--- src/rtl/ram_write_ctrl.sv ---
// ram_write_ctrl
//   Upstream write controller for a two-bank (ping-pong) RAM pair. Words
//   from a valid/ready stream fill bank 0 and then bank 1, alternating.
//   When a bank is closed (it is full, or it is flushed with at least one
//   word in it), it is handed to the consumer. Writing stalls while the
//   next bank is still owned by the consumer.
//
// Ports
//   clk           rising-edge clock
//   rst           asynchronous active-high reset
//   in_data       stream data word
//   in_valid      stream word present
//   in_ready      controller can accept a word (combinational)
//   flush         close the current bank early (partial fill)
//   bank_release  consumer frees bank[b] (one-cycle pulse per bit)
//   wr_data       data to RAM
//   wr_addr       address within the selected bank
//   write_strobe  one-cycle write enable
//   ram_sel       bank of the current write (0/1)
//   bank_done     one-cycle pulse: bank[b] closed and handed over
//   done_len      words in the closed bank, valid with bank_done
//   bank_full     bank[b] owned by the consumer
module ram_write_ctrl #(
   parameter int DATA_W = 8,
   parameter int ADDR_W = 4
) (
   input  logic              clk,
   input  logic              rst,
   input  logic [DATA_W-1:0] in_data,
   input  logic              in_valid,
   output logic              in_ready,
   input  logic              flush,
   input  logic [1:0]        bank_release,
   output logic [DATA_W-1:0] wr_data,
   output logic [ADDR_W-1:0] wr_addr,
   output logic              write_strobe,
   output logic              ram_sel,
   output logic [1:0]        bank_done,
   output logic [ADDR_W:0]   done_len,
   output logic [1:0]        bank_full
);

   typedef enum logic {FILL = 1'b0, WAIT = 1'b1} state_t;

   localparam logic [ADDR_W-1:0] LAST_ADDR = '1;

   state_t            state_reg;
   logic [ADDR_W-1:0] addr_reg;
   logic              cur_bank_reg;

   logic              accept;
   logic              close_bank;
   logic [ADDR_W:0]   len_next;
   logic [1:0]        close_onehot;
   logic [1:0]        bank_full_next;

   // Reset gates ready directly so nothing is accepted while it is held.
   assign in_ready = (state_reg == FILL) & ~rst;
   assign accept   = in_valid & in_ready;

   // A bank closes when its last address is written, or on a flush that
   // leaves at least one word in it (a word accepted alongside the flush
   // counts).
   assign close_bank = (accept & (addr_reg == LAST_ADDR)) |
                       (flush & (state_reg == FILL) & ((addr_reg != '0) | accept));

   assign len_next = {1'b0, addr_reg} + {{ADDR_W{1'b0}}, accept};

   // Ownership after this cycle: releases clear, a close sets. The closing
   // bank is never full, so a release and a close never hit the same bit.
   generate
      for (genvar gi = 0; gi < 2; gi++) begin : g_bank
         assign close_onehot[gi]   = close_bank & (cur_bank_reg == gi[0]);
         assign bank_full_next[gi] = (bank_full[gi] & ~bank_release[gi]) | close_onehot[gi];
      end
   endgenerate

   always_ff @(posedge clk or posedge rst) begin
      if (rst) begin
         state_reg    <= FILL;
         addr_reg     <= '0;
         cur_bank_reg <= 1'b0;
         wr_data      <= '0;
         wr_addr      <= '0;
         write_strobe <= 1'b0;
         ram_sel      <= 1'b0;
         bank_done    <= 2'b00;
         done_len     <= '0;
         bank_full    <= 2'b00;
      end else begin
         write_strobe <= accept;
         if (accept) begin
            wr_data <= in_data;
            wr_addr <= addr_reg;
            ram_sel <= cur_bank_reg;
         end

         bank_done <= close_onehot;
         if (close_bank) begin
            done_len <= len_next;
         end

         bank_full <= bank_full_next;

         if (close_bank) begin
            addr_reg     <= '0;
            cur_bank_reg <= ~cur_bank_reg;
         end else if (accept) begin
            addr_reg <= addr_reg + 1'b1;
         end

         case (state_reg)
            FILL: begin
               // Stall if the bank we are about to enter is still owned.
               if (close_bank && bank_full_next[~cur_bank_reg]) begin
                  state_reg <= WAIT;
               end
            end
            WAIT: begin
               if (!bank_full[cur_bank_reg]) begin
                  state_reg <= FILL;
               end
            end
            default: state_reg <= FILL;
         endcase
      end
   end

endmodule

--- config.mk ---
export PLATFORM = sky130hd
export DESIGN_NAME = ram_write_ctrl
export DESIGN_NICKNAME = d
export VERILOG_FILES = /design/src/rtl/ram_write_ctrl.sv
export SDC_FILE = /design/constraint.sdc
export NUM_CORES = 1
export LEC_CHECK = 0
export CORE_MARGIN = 4
export CORE_UTILIZATION = 46
export CTS_CLUSTER_SIZE = 8
export DETAILED_ROUTE_END_ITERATION = 10
export GPL_TIMING_DRIVEN = 0
export PLACE_DENSITY_LB_ADDON = 0.2
export SYNTH_ARGS = -nofsm -noshare
export SYNTH_HDL_FRONTEND = slang
export SYNTH_SLANG_ARGS = --single-unit
--- constraint.sdc ---
create_clock -name clk -period 2.9 [get_ports clk]
set_clock_uncertainty 0.1 [all_clocks]
set_input_delay 0.58 -clock clk [delete_from_list [all_inputs] [get_ports clk]]
set_output_delay 0.58 -clock clk [all_outputs]
set_load 0.01 [all_outputs]
=== Word-level counts from Yosys, hierarchy flattened ===
Cells that the tools add are included.
Widths: inputs -> output; s select.

* RAM bits: 0
* Memories kept: 0
* Register bits after elaboration: 29
* Output and inout bits: 24
* Latch bits: 0
* Bits of input ports: 14
* ROM bits: 0
* Logic and storage cells: 45

* Multipliers: 0
* Div/mod/pow operators: 0
* Add/subtract/negate cells: 2
* $lt $le $gt $ge: 2
* Reduce and logical (&&, ||, !) cells: 3
* Shift-type cells: 0
* Muxes and demuxes: 9
* Bitwise operators: 18
* Eq/ne operators: 1

{| class="wikitable"
|+ Operator list
! operator !! count
|-
| $and 1x1->1 || 9
|-
| $mux 4 || 2
|-
| $mux 1 || 6
|-
| $add 4x1->5 || 1
|-
| $not 1->1 || 5
|-
| $add 4x1->4 const B || 1
|-
| $eq 4x4->1 const B || 1
|-
| $lt 1x2->1 const B || 2
|-
| $or 1x1->1 || 4
|-
| $reduce_bool 4->1 || 1
|-
| $pmux 1 s2 || 1
|-
| $reduce_bool 2->1 || 1
|-
| $logic_and 1x1->1 || 1
|}

=== Depth between registers and ports, before layout ===
Gate-level depths: netlist of the first run.

* Word-level depth: 13
* Mapped depth: 7
* Gate-level depth less buffers: 5

=== Least setup slack after synthesis of the first run ===
No wires, ideal clock.

* Path kind: input port to flip-flop
* Start: input port rst
* End: register done_len[2]
* Arrival: 1.963 ns
* Path slack: 0.712 ns
* Setup time: 0.125 ns
* Path buffers: 2
* Stages on the path: 7
* Required time: 2.675 ns
* Cell sequence: nor3b_1 buf_2 buf_2 ha_1 ha_1 xor2_1 mux2_4

* Word-level cells in the longest chain between the ends: 6
* Elaborated cells on any way between the ends: 8
* Those cells by class: add/sub: 1; bitwise: 7

{| class="wikitable"
|+ RTL lines
! what !! RTL line !! text
|-
| start: declaration || 28 || <nowiki>input logic rst,</nowiki>
|-
| $not 1->1 (*) || 58 || <nowiki>assign in_ready = (state_reg == FILL) & ~rst;</nowiki>
|-
| $and 1x1->1 (*) || 58 ||
|-
| $and 1x1->1 (*) || 59 || <nowiki>assign accept = in_valid & in_ready;</nowiki>
|-
| via accept || 51 || <nowiki>logic accept;</nowiki>
|-
| branches (longest 3 deep; another with $add 4x1->5) || - ||
|-
| end signal: assignment || 100 || <nowiki>done_len <= len_next;</nowiki>
|-
| end: declaration || 39 || <nowiki>output logic [ADDR_W:0] done_len,</nowiki>
|}

Mark *: on every way through the listed nets, which the timed path passes.
A chain may end at the register's enable or synchronous reset.

=== Worst setup path in the final report of the first run ===
Ends and elaborated chain as after synthesis.

==> results.py, run 1 <==
metrics = {
    "finish": {
        "mostFrequentLayoutCells": "clkdlybuf4s50_1 (37), dfrtp_1 (29), mux2_2 (15)",
        "final_area_um2": 1780,
        "layout_commonest_cell": "clkdlybuf4s50_1",
        "fin_nets": 155,
        "reg_top3": "wr_data: 8 flops, done_len: 5 flops",
        "antenna_cells": 0,
        "drive_above_1_share": 0.232,
        "largest_register_ffs": 8,
        "final_util": 0.698,
        "area.growth.synth_to_final_pct": 40.4,
        "largest_register": "wr_data",
    },
    "power_and_ir_drop": {
        "powerDensity_nw_per_um2": 884,
        "switchingPower_uw": 460,
        "p_clk_frac": 0.268,
        "p_total_mw": 1.57,
        "p_leak_nw": 0.818,
        "seq_power_share": 0.375,
        "internal-power_mw": 1.11,
        "ir_drop_uv": 599,
        "power.share.switching": 0.293,
        "p_comb_frac": 0.357,
    },
    "logic_synthesis": {
        "syn-mean-instance-area_um2": 13.6,
        "synth_warnings": 0,
        "syn_nets": 111,
        "synth.distinct_cells": 29,
        "ys_seq_area_frac": 0.574,
        "ys_ff_latch": 29,
        "syn_inst": 93,
        "synth_area_um2": 1260,
    },
    "sta": {
        "hold_slack_ps": 416,
        "drv_slew": 0,
        "rsz0062_at_grt": "no",
        "finalHoldViolations": 0,
        "fmax_mhz": 390,
        "setup_viol": 0,
        "tightest_slew_ps": 1080,
        "min_period_ps": 2560,
        "period_share": 0.884,
        "slew_headroom": 0.282,
    },
    "clocking": {
        "cts_setup_buffers": 0,
        "holdBufCountCts": 0,
        "cts_tree": "built",
        "cts.repair.resized": 0,
        "cts_sinks": 29,
        "cts-htree-levels": 2,
        "tritoncts.num_buffers": 5,
        "clk_pin_slew_worst_paths_ps": 100,
        "clock_latency_ps": 340,
        "cts_root_buf": "clkbuf_4",
        "cts_buffer_depth": 2,
    },
    "global_routing": {
        "grt_pass1_vias": 889,
        "grt_use_total": 0.162,
        "gr-total-overflow": 0,
        "grt_pass1_wl_mm": 4.11,
        "grt_max_degree": 30,
        "antenna_found_initial": 0,
    },
    "worst_setup_path": {
        "startpoint_type": "input port",
        "critPathSlowestCell": "clkdlybuf4s50_1",
        "worst_ep_required_time_ps": 3040,
        "crit_chain": "clkdlybuf4s50_1 > nor3b_1 > buf_2 > buf_2 > ha_1 > ha_1 > xor2_1 > mux2_4",
        "path_class": "in2reg",
        "slowest_delay_ps": 440,
        "crit_family": "buffers and inverters",
        "endpoint_kind": "flop",
        "crit_fanout": 11,
        "cp_data_arrival_time_ps": 2700,
        "crit_buf_inv": 3,
    },
    "placement": {
        "io_buffers": 37,
        "dp_hpwl_mm": 1.78,
        "placed_cell_area_um2": 1670,
        "place.gp.congestion": 0.701,
    },
    "floorplanning": {
        "die_area_um2": 3650,
        "rows": 18,
        "ioPinCount": 38,
        "core_area_um2": 2540,
        "die_w_um": 60.4,
        "die_y_um": 60.4,
        "start_util": 0.497,
    },
    "route": {
        "drt-vias-per-instance": 5.05,
        "first_pass_iters": 4,
        "detailedRoute.firstIterationViolations": 27,
        "vias": 848,
        "drc": 0,
        "drt_wl_total_mm": 2.55,
        "detail-route-antenna-nets": 0,
        "routedWlPerCell_um": 15.2,
    },
    "job": {
        "cap_violations": 0,
    },
    "min_path": {
        "hold_class": "reg2reg",
    },
    "run_status": {
        "status": "completed",
    },
}
-- power groups by stage --
stage | sequential [mW] | clock, mW | combinational (mW)
floorplan | 0.622 | 0 | 0.277
global placement | 0.587 | 0 | 0.548
detailed placement | 0.595 | 0 | 0.566
CTS | 0.590 | 0.422 | 0.570
global route | 0.606 | 0.440 | 0.611
finish | 0.589 | 0.420 | 0.560
-- per-layer routing --
| layer | wire, um | up-vias | track usage |
|---|---|---|---|
| met5 | 0 | - | 0 |
| met4 | 46 | 0 | 0.0650 |
| met3 | 190 | 5 | 0.0809 |
| met2 | 1280 | 23 | 0.269 |
| met1 | 1030 | 415 | 0.177 |
| li1 | - | 405 | - |
-- per-stage QoR --
stage	cells	TNS [ps]	setup WS (ps)
2_1_floorplan	93	0	712
3_3_place_gp	160	0	35.3
3_5_place_dp	160	-119	-52.6
4_1_cts	168	0	323
5_1_grt	168	0	150
6_report	168	0	337
-- cells in the mapped netlist --
library cell  number  share of area
buf_6              1         0.0089
dfrtp_1           29           0.57
nor3_1             2         0.0079
nand4_1            1         0.0049
a21oi_1            1         0.0040
a311oi_1           1         0.0069
nand3_1            1         0.0040
a211oi_1           2          0.012
and2b_1            1         0.0059
nor2b_1            1         0.0049
or4b_4             1          0.011
mux2_2            15           0.13
and2_1             1         0.0049
nor2_1             5          0.015
nand2_1            1         0.0030
and4_1             1         0.0069
o22ai_1            1         0.0049
a21oi_4            1          0.013
inv_1              6          0.018
ha_1               4          0.040
mux2_4             3          0.036
xor2_1             3          0.021
and3_1             1         0.0049
buf_1              1         0.0030
mux2i_1            1         0.0079
xnor2_1            3          0.021
nor3b_1            1         0.0059
buf_2              3          0.012
o2bb2ai_1          1         0.0069
-- layout make-up --
class	instances	area (um^2)
flip-flops and latches	29	726
clock buffers	5	37.5
clock inverters	3	65.1
plain buffers	5	30.0
multi-input cells	53	487
fillers	198	769
well taps	30	37.5
inverters	6	22.5
repair buffers	37	370
-- path summary, 6_finish.rpt --
path                             startpoint           to  slack [ps]  depth (start not counted)
min in group asynchronous               rst  addr_reg[2]         770                          2
max in group asynchronous               rst   wr_data[3]        1280                          2
worst min register to register  done_len[4]  done_len[4]         420                          1
worst max-delay path                    rst  done_len[2]         340                          8
worst max register to register    state_reg  done_len[2]         550                          7
worst min-delay path            done_len[4]  done_len[4]         420                          1
-- kinds of logic (layout without fill, tap and decap cells) --
family / Yosys count / after routing / synth area share
AO/OA/AOI/OAI: 7 / 7 / 0.0475
XOR/XNOR: 6 / 6 / 0.0416
adder cells (fa/ha/maj): 4 / 4 / 0.0396
buffers and inverters: 11 / 56 / 0.0415
flip-flops: 29 / 29 / 0.574
multiplexers: 19 / 19 / 0.177
AND/OR/NAND/NOR: 17 / 17 / 0.0791
No activity file was read; power rests on OpenSTA's default activity.
==> run 2, diff against run 1 <==
ABC_AREA = 1   (was default)
==> results.py, run 2 <==
metrics = {
    "run_status": {
        "status": "completed",
    },
    "finish": {
        "register_area_um2": 726,
        "mostFrequentLayoutCells": "nand2_1 (57), clkdlybuf4s50_1 (37), dfrtp_1 (29)",
        "largest_register_ffs": 8,
        "reg_top3": "wr_data: 8 flops, done_len: 5 flops",
        "fill_cells": 241,
        "multi_input_area_um2": 524,
        "final_util": 0.647,
        "fin_nets": 209,
        "area.growth.synth_to_final_pct": 34.8,
        "layout_commonest_cell": "nand2_1",
        "largest_register": "wr_data",
        "drive_above_1_share": 0.130,
        "antenna_cells": 0,
    },
    "sta": {
        "min_period_ps": 2410,
        "tightest_slew_ps": 1070,
        "setup_tns_ps": 0,
        "setup_ws_ps": 494,
        "setup_viol": 0,
        "fmax_mhz": 416,
        "drv_slew": 0,
        "finalHoldViolations": 0,
        "period_share": 0.830,
        "slew_headroom": 0.284,
        "rsz0062_at_grt": "no",
    },
    "worst_setup_path": {
        "crit_fanout": 3,
        "r2r_cells": 9,
        "rr_endpoint": "done_len[2]",
        "endpoint_kind": "output pin",
        "slowest_delay_ps": 550,
        "critPathSlowestCell": "clkdlybuf4s50_1",
        "startpoint_type": "input port",
        "crit_buf_inv": 2,
        "worst_ep_required_time_ps": 2220,
        "path_class": "in2out",
        "crit_chain": "clkdlybuf4s50_1 > nor2_4 > clkdlybuf4s50_1",
        "crit_family": "buffers and inverters",
        "cp_data_arrival_time_ps": 1730,
        "r2r-start": "state_reg",
        "cpMostUsedCell": "clkdlybuf4s50_1",
        "reg2reg_slack_ps": 1080,
        "worst-path-stages": 3,
    },
    "global_routing": {
        "grt_pass1_wl_mm": 4.53,
        "gr-total-overflow": 0,
        "grt_pass1_vias": 1056,
        "grt_use_total": 0.165,
        "antenna_found_initial": 0,
        "grt_max_degree": 30,
    },
    "floorplanning": {
        "die_area_um2": 3800,
        "core_area_um2": 2760,
        "die_y_um": 61.6,
        "rows": 19,
        "die_w_um": 61.6,
        "ioPinCount": 38,
        "start_util": 0.480,
    },
    "clocking": {
        "cts_tree": "built",
        "cts-htree-levels": 2,
        "cts_buffer_depth": 2,
        "cts_root_buf": "clkbuf_4",
        "clk_pin_slew_worst_paths_ps": 90,
        "cts.repair.resized": 0,
        "cts_setup_buffers": 0,
        "cts_sinks": 29,
        "holdBufCountCts": 0,
        "clock_latency_ps": 320,
        "tritoncts.num_buffers": 5,
    },
    "logic_synthesis": {
        "syn_inst": 147,
        "synth.distinct_cells": 20,
        "synth_area_leader_cell": "dfrtp_1",
        "synthTopCellsByCount": "nand2_1 (57), dfrtp_1 (29), inv_1 (11)",
        "syn-mean-instance-area_um2": 9.01,
        "synth_edf_count": 0,
        "synth_top_area_frac": 0.548,
        "synth_warnings": 0,
        "ys_ff_latch": 29,
        "synth_most_common_cell": "nand2_1",
        "ys_async_sr_fraction": 1.00,
        "synthFlopType": "dfrtp_1",
        "synth_area_um2": 1320,
        "yosys-top-cells-area": "dfrtp_1 (55%), nand2_1 (16%), ha_1 (3.8%), nand3_1 (3.4%), nand2_4 (3.4%)",
        "syn_nets": 165,
        "ys_seq_area_frac": 0.548,
    },
    "route": {
        "detail-route-antenna-nets": 0,
        "first_pass_iters": 4,
        "drt-vias-per-instance": 4.81,
        "routedWlPerCell_um": 12.3,
        "drc": 0,
        "vias": 1073,
        "drt_wl_total_mm": 2.75,
        "detailedRoute.firstIterationViolations": 42,
    },
    "placement": {
        "preCtsSetupSlack_ps": 489,
        "dp_hpwl_mm": 2.08,
        "io_buffers": 37,
        "place.gp.congestion": 0.814,
    },
    "power_and_ir_drop": {
        "ir_drop_uv": 565,
        "internal-power_uw": 898,
        "powerDensity_nw_per_um2": 794,
        "power.share.switching": 0.366,
        "p_comb_frac": 0.407,
        "p_clk_frac": 0.159,
        "p_leak_nw": 0.964,
        "seq_power_share": 0.434,
        "switchingPower_uw": 519,
    },
    "min_path": {
        "whs_path_depth": 2,
        "worstHoldStart": "wr_data[2]",
        "holdPathEnd": "wr_data[2]",
        "hold_class": "reg2reg",
    },
    "job": {
        "cap_violations": 0,
    },
}
==> run 2: cell types whose count changed after synthesis, sizes merged, moves of 2 or more <==
cell    previous run  this run
inv                6        15
nand3              1         9
nand2              1        66
xnor2              3         0
mux2              18         0
nor2               5         8
buf                5         3
a211oi             2         0
o21ai              0         6
==> run 2: layout make-up <==
class                      instances  share of cell area
timing repair buffer              37               0.208
multi-input combinational        100               0.294
clock buffer                       6              0.0231
clock inverter                     2             0.00561
tap                               31              0.0217
inverter                          15              0.0316
sequential                        29               0.407
buffer                             3             0.00982
==> run 2: worst max-delay path by stage <==
| stage | end | slack (ps) | startpoint |
|---|---|---|---|
| global route | in_ready | 460 | rst |
| finish | in_ready | 490 | rst |
| global placement | in_ready | 510 | rst |
| CTS | in_ready | 490 | rst |
| detailed placement | done_len[2] | 490 | rst |
| floorplan | done_len[4] | 1130 | rst |
==> run 2: routing by layer <==
layer  global-route usage  part of all wire
met2                0.277              0.52
met1                0.193              0.42
met5                    0                 0
met4               0.0879             0.016
met3               0.0440             0.041
==> run 2: cell families after synthesis <==
kind of cell | after synthesis | synth area share
XOR/XNOR | 2 | 0.0132
AO/OA/AOI/OAI | 8 | 0.0321
AND/OR/NAND/NOR | 86 | 0.313
adder cells (fa/ha/maj) | 4 | 0.0378
buffers and inverters | 18 | 0.0558
flip-flops | 29 | 0.548
==> run 2: metrics by stage <==
| step | power (mW) | hold slack, ps | instances | instance area [um^2] |
|---|---|---|---|---|
| floorplan | 0.920 | 415 | 147 | 1320 |
| global placement | 1.18 | 360 | 215 | 1730 |
| detailed placement | 1.21 | 364 | 215 | 1730 |
| CTS | 1.44 | 387 | 223 | 1780 |
| global route | 1.53 | 423 | 223 | 1780 |
| finish | 1.42 | 382 | 223 | 1780 |
==> run 2: worst register-to-register path, delay by kind of cell (launching register included) <==
kind | cells | cell delay, ps
AND/OR/NAND/NOR | 4 | 390
adder cells (fa/ha/maj) | 2 | 370
XOR/XNOR | 1 | 190
flip-flops | 1 | 450
buffers and inverters | 2 | 280
==> run 2: power by group through the flow <==
stage / Sequential (mW) / Clock [mW] / Combinational, mW
6_report: 0.614 / 0.225 / 0.577
2_1_floorplan: 0.654 / 0 / 0.266
3_5_place_dp: 0.622 / 0 / 0.586
5_1_grt: 0.632 / 0.257 / 0.646
3_3_place_gp: 0.617 / 0 / 0.565
4_1_cts: 0.614 / 0.236 / 0.588
==> run 3, diff against run 2 <==
clock period = 2.3 ns   (was 2.9 ns; I/O delays follow)
==> results of run 3 <==
The final DEF is identical to that of run 2. Status: completed.
Main changes from that run: setup slack after placement 489 ps -> 9.24 ps; setup slack after layout 494 ps -> 134 ps; register-to-register setup slack 1080 ps -> 480 ps; total power 1.42 mW -> 1.79 mW; worst IR drop on VDD 565 uV -> 713 uV
